## config.mk

```make
export PLATFORM = sky130hd
export DESIGN_NAME = pipelined_shifter
export DESIGN_NICKNAME = d
export VERILOG_FILES = /design/src/rtl/shifter_pkg.sv /design/src/rtl/shift_stage.sv /design/src/rtl/pipelined_shifter.sv
export SDC_FILE = /design/constraint.sdc
export NUM_CORES = 1
export LEC_CHECK = 0
export CAP_MARGIN = 20
export CORE_MARGIN = 4
export CORE_UTILIZATION = 40
export CTS_CLUSTER_DIAMETER = 120
export CTS_CLUSTER_SIZE = 14
export DETAILED_ROUTE_END_ITERATION = 10
export PLACE_DENSITY_LB_ADDON = 0.05
export SLEW_MARGIN = 20
export SYNTH_ARGS = -nofsm -noshare
export SYNTH_HDL_FRONTEND = slang
export SYNTH_SLANG_ARGS = --single-unit
```

## constraint.sdc

```tcl
create_clock -name clk -period 7.2 [get_ports clk]
set_clock_uncertainty 0.05 [all_clocks]
set_input_delay 0.72 -clock clk [delete_from_list [all_inputs] [get_ports clk]]
set_output_delay 0.72 -clock clk [all_outputs]
set_load 0.005 [all_outputs]
```

## src/rtl/shifter_pkg.sv

```systemverilog
// Shared constants for the pipelined barrel shifter: in_op bit positions,
// op encodings and the default data width.
package shifter_pkg;

    localparam int unsigned DEFAULT_WIDTH = 32;
    localparam int unsigned OP_W          = 3;

    localparam int unsigned OP_DIR_BIT  = 0;
    localparam int unsigned OP_TYPE_BIT = 1;
    localparam int unsigned OP_ROT_BIT  = 2;

    localparam logic [OP_W-1:0] OP_SLL = 3'b000;
    localparam logic [OP_W-1:0] OP_SRL = 3'b001;
    localparam logic [OP_W-1:0] OP_SRA = 3'b011;
    localparam logic [OP_W-1:0] OP_ROL = 3'b100;
    localparam logic [OP_W-1:0] OP_ROR = 3'b101;

endpackage

```

## src/rtl/shift_stage.sv

```systemverilog
// One registered barrel-shifter stage: shifts by 2^K when shamt bit K is set.
// Rotate support is compiled in only when PIPELINED_SHIFTER_ROTATE_EN is defined.
module shift_stage
    import shifter_pkg::*;
#(
    parameter int unsigned WIDTH = DEFAULT_WIDTH,
    parameter int unsigned K     = 0
) (
    input  logic                       clk,
    input  logic                       rst,
    input  logic                       en,
    input  logic                       up_valid,
    input  logic [WIDTH-1:0]           up_data,
    input  logic                       up_carry,
    input  logic [$clog2(WIDTH)-1:0]   up_shamt,
    input  logic [OP_W-1:0]            up_op,
    output logic                       valid,
    output logic [WIDTH-1:0]           data,
    output logic                       carry,
    output logic                       zero,
    output logic [$clog2(WIDTH)-1:0]   shamt,
    output logic [OP_W-1:0]            op
);

    localparam int unsigned S = 1 << K;

    logic             dir;
    logic             arith;
    logic [WIDTH-1:0] next_data;
    logic             next_carry;

    assign dir   = up_op[OP_DIR_BIT];
    assign arith = up_op[OP_TYPE_BIT];

    // The carry tracks the last bit crossing the word boundary; for a rotate
    // that bit lands in out_data[0]/[WIDTH-1], so one formula serves both.
    always_comb begin
        next_data  = up_data;
        next_carry = up_carry;
        if (up_shamt[K]) begin
            if (!dir) begin
                next_data  = up_data << S;
                next_carry = up_data[WIDTH-S];
`ifdef PIPELINED_SHIFTER_ROTATE_EN
                if (up_op[OP_ROT_BIT]) begin
                    next_data = (up_data << S) | (up_data >> (WIDTH - S));
                end
`endif
            end else begin
                if (arith) begin
                    next_data = $signed(up_data) >>> S;
                end else begin
                    next_data = up_data >> S;
                end
                next_carry = up_data[S-1];
`ifdef PIPELINED_SHIFTER_ROTATE_EN
                if (up_op[OP_ROT_BIT]) begin
                    next_data = (up_data >> S) | (up_data << (WIDTH - S));
                end
`endif
            end
        end
    end

    always_ff @(posedge clk or posedge rst) begin
        if (rst) begin
            valid <= 1'b0;
            data  <= '0;
            carry <= 1'b0;
            zero  <= 1'b0;
            shamt <= '0;
            op    <= '0;
        end else if (en) begin
            valid <= up_valid;
            data  <= next_data;
            carry <= next_carry;
            zero  <= (next_data == '0);
            shamt <= up_shamt;
            op    <= up_op;
        end
    end

endmodule

```

## src/rtl/pipelined_shifter.sv

```systemverilog
// Log2(WIDTH)-deep pipelined barrel shifter with valid/ready handshake and global stall.
// Optional rotate support: define PIPELINED_SHIFTER_ROTATE_EN.
module pipelined_shifter
    import shifter_pkg::*;
#(
    parameter int unsigned  WIDTH = DEFAULT_WIDTH,
    localparam int unsigned SHW   = $clog2(WIDTH)
) (
    input  logic             clk,
    input  logic             rst,
    input  logic             in_valid,
    output logic             in_ready,
    input  logic [WIDTH-1:0] in_data,
    input  logic [SHW-1:0]   in_shamt,
    input  logic [OP_W-1:0]  in_op,
    output logic             out_valid,
    input  logic             out_ready,
    output logic [WIDTH-1:0] out_data,
    output logic             out_carry,
    output logic             out_zero
);

    logic [SHW:0]     pipe_valid;
    logic [SHW:0]     pipe_carry;
    logic [SHW:1]     pipe_zero;
    logic [WIDTH-1:0] pipe_data  [SHW+1];
    logic [SHW-1:0]   pipe_shamt [SHW+1];
    logic [OP_W-1:0]  pipe_op    [SHW+1];
    logic             advance;
    logic             unused_ctl;

    // Whole pipeline moves together; a blocked output freezes every stage.
    assign advance  = !out_valid || out_ready;
    assign in_ready = advance;

    assign pipe_valid[0] = in_valid;
    assign pipe_data[0]  = in_data;
    assign pipe_carry[0] = 1'b0;
    assign pipe_shamt[0] = in_shamt;
    assign pipe_op[0]    = in_op;

    for (genvar k = 0; k < SHW; k++) begin : g_stage
        shift_stage #(
            .WIDTH (WIDTH),
            .K     (k)
        ) u_stage (
            .clk      (clk),
            .rst      (rst),
            .en       (advance),
            .up_valid (pipe_valid[k]),
            .up_data  (pipe_data[k]),
            .up_carry (pipe_carry[k]),
            .up_shamt (pipe_shamt[k]),
            .up_op    (pipe_op[k]),
            .valid    (pipe_valid[k+1]),
            .data     (pipe_data[k+1]),
            .carry    (pipe_carry[k+1]),
            .zero     (pipe_zero[k+1]),
            .shamt    (pipe_shamt[k+1]),
            .op       (pipe_op[k+1])
        );
    end

    assign out_valid = pipe_valid[SHW];
    assign out_data  = pipe_data[SHW];
    assign out_carry = pipe_carry[SHW];
    assign out_zero  = pipe_zero[SHW];

    // Intermediate zero flags and the final control copy have no consumer.
    assign unused_ctl = ^{pipe_zero[SHW-1:1], pipe_shamt[SHW], pipe_op[SHW]};

endmodule
```

After elaboration in Yosys (flattened, before gate mapping)
Index checks and enable logic that the tools add are counted.

Flip-flop bits (word level): 199. Output and inout port bits: 36. Logic and storage cells: 52.

Mux-type cells: 25. Reduce and logical (&&, ||, !) cells: 3.

Operators with widths (number): $mux 32 (15); $logic_not 32->1 (1); $mux 1 (10); $logic_not 1->1 (1); $logic_or 1x1->1 (1).

Logic depth before layout (Yosys ltp)
Gate-level depths: netlist (run 1).

Depth after elaboration: 4. Mapped depth: 7. Depth with buffers taken out: 6.

By module
A second synthesis (run 1) with hierarchy kept.

Cells, all modules: 1146. Area total of the unflattened synthesis: 11811.3 um2.

By module, submodules not included: shift_stage at g_stage[0].u_stage (instances 1, cells each 245, area each 2517.4 um2, seq. area each 1076.0 um2); shift_stage at g_stage[1].u_stage (instances 1, cells each 225, area each 2388.5 um2, seq. area each 1076.0 um2); shift_stage at g_stage[2].u_stage (instances 1, cells each 221, area each 2339.7 um2, seq. area each 1076.0 um2); shift_stage at g_stage[3].u_stage (instances 1, cells each 227, area each 2338.5 um2, seq. area each 1076.0 um2); shift_stage at g_stage[4].u_stage (instances 1, cells each 226, area each 2217.1 um2, seq. area each 1076.0 um2); pipelined_shifter (instances 1, cells each 2, area each 10.0 um2, seq. area each 0.0 um2).

Worst setup path after synthesis (run 1)
No wires, ideal clock.

Kind: input-to-output. Start point: input port out_ready. End point: output port in_ready. Data arrival time: 1.426 ns. Setup slack: 5.004 ns. Cell stages on the path: 5. Cells stage by stage: nor2b_4 buf_6 inv_4 buf_2 buf_1.

Longest elaborated chain between the ends: 1.

RTL lines: start: declaration (line pipelined_shifter.sv:17) `input logic out_ready,`; $logic_or 1x1->1 (line pipelined_shifter.sv:33) `assign advance = !out_valid || out_ready;`; end: declaration (line pipelined_shifter.sv:12) `output logic in_ready,`.

Every way passes these cells.

Worst setup path after layout (run 1)
Same ends and word-level chain as after synthesis.

==> results_dict.tcl, run 1 <==
set metrics [dict create \
    grt_remaining_overflow 0 \
    synth_compound_area_share_pct 18.69 \
    cts_buffers 17 \
    outcome "finished clean" \
    max-vdd-ir-drop_mv 0.1967 \
    cts_root_buf "clkbuf_16" \
    antenna_found_initial 0 \
    yosysTopAreaCell "dfrtp_1" \
    netlist_area_um2 9746 \
    vias 7590 \
    ctsHoldBuffers 0 \
    synth-edff-count 0 \
    cpMostUsedCell "clkdlybuf4s50_1" \
    swShare_pct 41.40 \
    diodes 0 \
    wl_per_cell_um 16.05 \
    met3_usage_pct 2.509 \
    grt_pass1_vias 7173 \
    pwr-share-seq_pct 42.2 \
    hold_class "register to register" \
    syn_area_per_cell_um2 8.571 \
    slew_headroom_pct 28.80 \
    grt_max_degree 308 \
    cp_cell_sequence "clkdlybuf4s50_1, nor2b_4, inv_4, clkdlybuf4s50_1" \
    die_h_um 164.1 \
    syn-num-nets 1181 \
    synth_commonest_cells "312 x nand2_1, 238 x o21ai_0, 189 x dfrtp_1" \
    setup_viol_count_final 0 \
    fp-row-count 56 \
    p_int_mw 2.893 \
    p_sw_mw 2.044 \
    fp.dieW_um 164.1 \
    max_freq_ghz 0.3162 \
    postCtsSetupBuffers 0 \
    met1_usage_pct 26.55 \
    whs_ns 0.4105 \
    place_ws_ns 3.995 \
    fin_ws_ns 4.038 \
    ys_ff_latch 189 \
    worstPathRequired_ns 6.43 \
    track_usage_pct 18.55 \
    tritoncts "done" \
    synth_most_common_cell "nand2_1" \
    start_util_pct 41.03 \
    worstMarginPinSlew_ns 1.068 \
    instances_no_fill 1484 \
    critPathMaxStageDelay_ns 0.63 \
    yosys_warnings 0 \
    maxCapViolations 0 \
    drt-total-wl_um 23820 \
    min_period_ns 3.162 \
    drt_iter0_drc 424 \
    port-buffer-count 78 \
    yosys-top-cells-area "dfrtp_1 49%, o21ai_0 12%, nand2_1 12%" \
    grt_pass1_wl_um 39650 \
    synthCells 1137 \
    async_flop_share_pct 100.0 \
    synth_top_family_by_area "compound AO/OA/AOI/OAI gates" \
    cp_data_arrival_time_ns 2.39 \
    cts_sinks 189 \
    gp_congestion 0.7867 \
    synth_xor_area_share_pct 0 \
    io_pins 80 \
    worstPathMaxFanout 63 \
    areaGrowthSynthToFinish_pct 15.10 \
    htreeDepth 4 \
    remaining_drc_errors 0 \
    dieArea_um2 26930 \
    drtAntennaViolNets 0 \
    seq_area_frac_synth_pct 48.53 \
    p_leak_nw 4.765 \
    synth_fa_ha_area_share_pct 0 \
    yosys.area_share.simple_pct 16.75 \
    hold_violations 0 \
    tns_ns 0 \
    p_clk_share_pct 18.9 \
    crit_path_top_delay_cell "clkdlybuf4s50_1" \
    hpwlAfterDp_um 16430 \
    busiest_layer "met2" \
    ys_types 40 \
    path_class "primary input to output port" \
    muxShareOfSynthArea_pct 11.39 \
    r2r_slack_ns 4.38 \
    clk_pin_slew_ns 0.08 \
    cts-resized-gates 0 \
    firstDrtPassIters 5 \
    fin_nets 1196 \
    grt_setup_unrepaired "false" \
    synthFlopType "dfrtp_1" \
    drv_slew 0 \
    viasPerCell 5.115 \
    clockBufferDepth 2 \
    core_area_um2 23750 \
    crit_path_start_kind "primary input" \
    met2_usage_pct 29.02 \
    yosysTopAreaCellShare_pct 48.53 \
    p_per_area_nw_per_um2 440.1 \
    clkLatencyLatePin_ns 0.43 \
    worst_setup_path_end_kind "output port" \
    power_frac_comb_pct 38.9 \
    drive_gt1_share_pct 5.236 \
    period_share_pct 43.92 \
    dpl.cell_count 1451 \
]
-- layout by cell type (no fill, tap or decap), types with 5 or more instances in the layout --
cell and count:
a21oi_1 15, a221oi_1 23, a31oi_1 14, buf_4 8, clkbuf_16 17, clkdlybuf4s50_1 76
dfrtp_1 189, inv_1 9, mux2_2 7, mux2i_1 103, nand2_1 312, nand2b_1 10
nand3_1 5, nor2_1 51, nor2b_1 7, nor4_1 9, o21ai_0 238, o21ai_1 17
o22ai_1 6
-- routing by layer --
layer | up-vias | part of all wire, %
li1 | 3954 | -
met1 | 3475 | 48
met2 | 129 | 46
met3 | 32 | 2.9
met4 | 0 | 2.8
met5 | - | 0
-- kinds of logic after synthesis --
family	count (synthesis)
flops	189
simple gates	405
compound gates	327
mux	110
buf+inv	106
-- path summary, 6_finish.rpt --
path                                           from                           to  cells past startpoint
min in group asynchronous                       rst  g_stage[2].u_stage.data[14]                      2
hold / removal             g_stage[3].u_stage.valid     g_stage[3].u_stage.valid                      2
setup reg to reg           g_stage[2].u_stage.op[0]   g_stage[3].u_stage.data[0]                      4
hold reg to reg            g_stage[3].u_stage.valid     g_stage[3].u_stage.valid                      2
max in group asynchronous                       rst  g_stage[1].u_stage.data[31]                      3
setup / recovery                          out_ready                     in_ready                      4
-- power groups by stage --
stage                     combinational (mW)  clock [mW]  sequential, mW
after CTS                               1.94       0.959            2.10
final                                   1.92       0.932            2.09
after global placement                  1.91           0            2.10
after global routing                    2.21        1.00            2.17
after floorplan                         1.43           0            1.90
after detailed placement                1.93           0            2.12
-- per-stage QoR --
stage | cell area, µm² | power [mW] | util, %
after floorplan | 9746 | 3.328 | -
after global placement | 10600 | 4.014 | 44.64
after CTS | 11190 | 4.996 | 47.11
after detailed placement | 10600 | 4.054 | 44.64
after global routing | 11220 | 5.384 | 47.22
final | 11220 | 4.937 | 47.22
-- cell type report --
cell class / instances / area [µm²]
inverter: 14 / 60.06
multi-input combinational: 842 / 4564
tap: 319 / 399.1
sequential: 189 / 4730
timing repair buffer: 88 / 878.3
fill: 2378 / 12540
clock inverter: 14 / 146.4
clock buffer: 18 / 439.2
-- sequential cells by signal, indices dropped and copies added (netlist names) --
name	cells
g_stage.u_stage.op	8
g_stage.u_stage.carry	5
g_stage.u_stage.data	160
g_stage.u_stage.shamt	10
g_stage.u_stage.valid	5
g_stage.u_stage.zero	1
-- critical path: cells and delay by family --
kind / cells / cell delay (ns)
buf+inv: 3 / 1.60
simple gates: 1 / 0.07
No activity file was read; power rests on OpenSTA's default activity.
==> inputs of run 2 (changes only) <==
==> constraint.sdc (replaced) <==
create_clock -name clk -period 2.91 [get_ports clk]
set_clock_uncertainty 0.05 [all_clocks]
set_input_delay 0.291 -clock clk [delete_from_list [all_inputs] [get_ports clk]]
set_output_delay 0.291 -clock clk [all_outputs]
set_load 0.005 [all_outputs]
==> run 2 against run 1 <==
Against the previous run: sequential power is 150% higher; register-to-register slack got worse by 3.6 ns; highest routed layer unchanged; cell count rose by 0.40%; first-iteration DRC count increased by 9.4%.
==> results_dict.tcl, run 2 (synthesis results as in run 1) <==
set metrics [dict create \
    drtAntennaViolNets 0 \
    firstDrtPassIters 4 \
    fin_nets 1202 \
    track_usage_pct 18.46 \
    crit_path_start_kind "register" \
    p_sw_mw 5.045 \
    remaining_drc_errors 0 \
    viasPerCell 5.115 \
    port-buffer-count 78 \
    worstPathRequired_ns 2.57 \
    largest_register "g_stage.u_stage.data" \
    p_per_area_nw_per_um2 1084 \
    instances_no_fill 1490 \
    final_common_cell "nand2_1" \
    cts_root_buf "clkbuf_16" \
    worstPathMaxFanout 25 \
    slew_headroom_pct 41.10 \
    reg_top3 "g_stage.u_stage.data x160, g_stage.u_stage.shamt x10, g_stage.u_stage.op x8" \
    grt_pass1_wl_um 39540 \
    path_class "register to output port" \
    diodes 0 \
    maxCapViolations 0 \
    worstMarginPinSlew_ns 0.8835 \
    drt_iter0_drc 464 \
    hold_violations 0 \
    drive_gt1_share_pct 5.722 \
    tritoncts "done" \
    core_area_um2 23750 \
    clk_pin_slew_ns 0.08 \
    grt_pass1_vias 7267 \
    wl_met2_um 11420 \
    drv_slew 0 \
    clkLatencyLatePin_ns 0.43 \
    wl_met1_um 11390 \
    postCtsSetupBuffers 0 \
    gp_congestion 0.7888 \
    clockBufferDepth 2 \
    p_leak_nw 4.784 \
    vias 7621 \
    power.total_mw 12.21 \
    hpwlAfterDp_um 16900 \
    fp-row-count 56 \
    fp.dieW_um 164.1 \
    pwr-share-seq_pct 42.2 \
    tns_ns 0 \
    wl_met3_um 824 \
    hold_class "primary input to asynchronous set/reset pin" \
    grt_max_degree 175 \
    p_clk_share_pct 18.4 \
    min_period_ns 2.137 \
    setup_viol_count_final 0 \
    largest_reg_flops 160 \
    areaGrowthSynthToFinish_pct 15.56 \
    period_share_pct 73.45 \
    highest_layer "met4" \
    final_util_pct 47.41 \
    max-vdd-ir-drop_mv 0.3964 \
    worst_setup_path_end_kind "output port" \
    power_frac_comb_pct 39.4 \
    grt_remaining_overflow 0 \
    die_h_um 164.1 \
    p_int_mw 7.162 \
    cp_data_arrival_time_ns 1.80 \
    dpl.cell_count 1458 \
    final_cell_mix "312 x nand2_1, 238 x o21ai_0, 189 x dfrtp_1" \
    ctsHoldBuffers 0 \
    io_pins 80 \
    cts_sinks 189 \
    grt_setup_unrepaired "false" \
    start_util_pct 41.03 \
    drt-total-wl_um 24240 \
    max_freq_ghz 0.4679 \
    dieArea_um2 26930 \
    wl_per_cell_um 16.27 \
    cts-resized-gates 0 \
    htreeDepth 4 \
    cts_buffers 17 \
    outcome "finished clean" \
    swShare_pct 41.33 \
    antenna_found_initial 0 \
]
run 2: critical path, stage by stage (launching register included):
cell,delay [ns]
dfrtp_1,0.38
nor2b_4,0.17
inv_4,0.24
clkdlybuf4s50_1,0.56
run 2: area by class of cell:
type / instances / area [µm²]
clock inverters: 14 / 130.1
clock buffers: 18 / 439.2
repair buffers: 94 / 940.9
flip-flops and latches: 189 / 4730
inverters: 14 / 58.81
fillers: 2349 / 12490
multi-input cells: 842 / 4564
well taps: 319 / 399.1
run 2: power groups by stage:
stage	clock network (mW)	logic (mW)	registers [mW]
finish	2.25	4.81	5.15
global route	2.42	5.52	5.36
CTS	2.32	4.88	5.17
detailed placement	0	4.87	5.22
global placement	0	4.79	5.19
floorplan	0	3.54	4.69
run 2: routing by layer:
metal / GRT usage (%) / vias up
li1: - / 3965
met2: 29.30 / 143
met5: 0 / -
met1: 25.92 / 3487
met4: 5.947 / 0
met3: 3.011 / 26
run 2: final timing paths:
check | from | depth (start not counted) | slack (ns) | endpoint
setup / recovery | g_stage[4].u_stage.valid | 3 | 0.77 | in_ready
hold / removal | rst | 3 | 0.31 | g_stage[3].u_stage.data[4]
setup reg to reg | g_stage[3].u_stage.op[0] | 4 | 0.82 | g_stage[4].u_stage.zero
hold reg to reg | g_stage[3].u_stage.valid | 1 | 0.42 | g_stage[4].u_stage.valid
max in group asynchronous | rst | 3 | 1.97 | g_stage[1].u_stage.op[0]
min in group clk | in_shamt[1] | 3 | 0.34 | g_stage[0].u_stage.shamt[1]
run 2: through the flow:
step                      worst slack [ns]  hold WS [ns]  instance area [µm²]
after global placement              0.7467        0.3938                10690
after CTS                           0.7398        0.3232                11260
after global routing                0.6449        0.3379                11260
after floorplan                     0.1345        0.3535                 9749
final                               0.7727        0.3123                11260
after detailed placement            0.7292        0.4009                10690
==> inputs of run 3 (changes only) <==
==> constraint.sdc (replaced) <==
create_clock -name clk -period 1.9 [get_ports clk]
set_clock_uncertainty 0.05 [all_clocks]
set_input_delay 0.19 -clock clk [delete_from_list [all_inputs] [get_ports clk]]
set_output_delay 0.19 -clock clk [all_outputs]
set_load 0.005 [all_outputs]
==> run 3 against run 2 <==
Against the previous run: count of clock-buffer cells in the layout decreased by 1; combinational power increased by 75%; register-to-register slack lost 0.68 ns; sequential power rose by 51%; sequential share of layout area is 1.9 points lower; core utilization grew 2.2 points; largest cell class unchanged; largest power group is now combinational logic.
==> results_dict.tcl, run 3 (synthesis results as in run 1) <==
set metrics [dict create \
    crit_path_start_kind "register" \
    track_usage_pct 19.20 \
    grt_pass1_vias 7596 \
    port-buffer-count 78 \
    htreeDepth 4 \
    fill_cells 2344 \
    fin_ws_ns 0.1413 \
    place_ws_ns 0.004858 \
    worst_setup_path_end_kind "register" \
    crit_path_top_delay_cell "dfrtp_1" \
    worstPathMaxFanout 6 \
    grt_setup_unrepaired "false" \
    p_leak_nw 5.066 \
    cts_sinks 189 \
    remaining_drc_errors 0 \
    drt_iter0_drc 437 \
    final_util_pct 49.62 \
    period_share_pct 92.57 \
    final_area_um2 11790 \
    max_freq_ghz 0.5686 \
    slew_headroom_pct 56.58 \
    firstDrtPassIters 5 \
    diodes 0 \
    clk_pin_slew_ns 0.08 \
    drt-total-wl_um 24710 \
    drive_gt1_share_pct 9.614 \
    die_h_um 164.1 \
    tritoncts "done" \
    cts_root_buf "clkbuf_16" \
    vias 7829 \
    max-vdd-ir-drop_mv 0.6891 \
    start_util_pct 41.03 \
    whs_ns 0.1099 \
    worstPathRequired_ns 2.20 \
    drv_slew 0 \
    core_area_um2 23750 \
    instances_no_fill 1536 \
    viasPerCell 5.097 \
    dieArea_um2 26930 \
    fin_nets 1248 \
    outcome "finished clean" \
    gp_congestion 0.8525 \
    critPathMaxStageDelay_ns 0.46 \
    worstMarginPinSlew_ns 0.6489 \
    clkLatencyLatePin_ns 0.43 \
    final_common_cell "nand2_1" \
    setup_viol_count_final 0 \
    grt_max_degree 96 \
    cts_buffers 17 \
    io_pins 80 \
    areaGrowthSynthToFinish_pct 20.93 \
    maxCapViolations 0 \
    largest_register "g_stage.u_stage.data" \
    antenna_found_initial 0 \
    placed_area_um2 11180 \
    drtAntennaViolNets 0 \
    grt_remaining_overflow 0 \
    hold_class "primary input to asynchronous set/reset pin" \
    cp_cell_sequence "nor4_1, a41oi_1, nor4_2, nand4_1, o31ai_2" \
    hpwlAfterDp_um 18160 \
    p_per_area_nw_per_um2 1672 \
    dpl.cell_count 1503 \
    path_class "register to register" \
    cp_data_arrival_time_ns 2.06 \
    final_cell_mix "312 x nand2_1, 238 x o21ai_0, 188 x dfrtp_1" \
    min_period_ns 1.759 \
    clockBufferDepth 2 \
    grt_pass1_wl_um 40940 \
    wl_per_cell_um 16.08 \
    fp.dieW_um 164.1 \
    ctsHoldBuffers 0 \
    hold_violations 0 \
    reg_top3 "g_stage.u_stage.data x160, g_stage.u_stage.shamt x10, g_stage.u_stage.op x8" \
    largest_reg_flops 160 \
    fp-row-count 56 \
]
## run 3: timing repair
item / CTS / global route
gates resized for setup: 2 / 3
endpoints found under the setup margin: 2 / 1
hold endpoints to repair: 0 / 0
setup buffers: 1 / 0
## run 3: metal layers
layer	part of all wire [%]	track usage (%)	vias up
met3	2.5	2.811	17
met2	49	32.13	128
li1	-	-	4053
met4	1.3	5.071	0
met5	0	0	-
met1	47	26.21	3631
## run 3: layout make-up
type / count / area, µm² / area share, %
clock inverter: 15 / 152.6 / 1.295
sequential: 189 / 4731 / 40.14
inverter: 14 / 58.81 / 0.4990
multi-input combinational: 842 / 4583 / 38.89
clock buffer: 17 / 425.4 / 3.610
tap: 319 / 399.1 / 3.387
timing repair buffer: 140 / 1435 / 12.18
## run 3: report_power, final
| part | internal, mW | switching [mW] | total (mW) |
|---|---|---|---|
| clock network | 1.86 | 1.67 | 3.53 |
| registers | 5.93 | 1.84 | 7.76 |
| logic | 3.98 | 4.43 | 8.41 |
| total | 11.8 | 7.94 | 19.7 |
## run 3: through the flow
step	power [mW]	TNS, ns
final	19.70	0
after global routing	21.41	0
after CTS	19.94	0
after detailed placement	16.34	0
after global placement	16.18	0
after floorplan	12.61	-146.38
## run 3: worst paths after layout
kind | startpoint | endpoint | slack (ns) | cells past startpoint
max reg2reg | g_stage[3].u_stage.data[31] | g_stage[4].u_stage.zero | 0.14 | 5
min reg2reg | g_stage[1].u_stage.valid | g_stage[1].u_stage.valid | 0.42 | 2
min | rst | g_stage[3].u_stage.data[22] | 0.11 | 3
max | g_stage[3].u_stage.data[31] | g_stage[4].u_stage.zero | 0.14 | 5
min in group clk | in_shamt[0] | g_stage[0].u_stage.data[7] | 0.13 | 3
max in group asynchronous | rst | g_stage[1].u_stage.data[9] | 1.23 | 3
## run 3: worst max-delay path, delay by kind of cell, from the launching register on
| family | cells | cell delay [ns] |
|---|---|---|
| AO/OA/AOI/OAI | 2 | 0.48 |
| AND/OR/NAND/NOR | 3 | 0.69 |
| flip-flops | 1 | 0.46 |
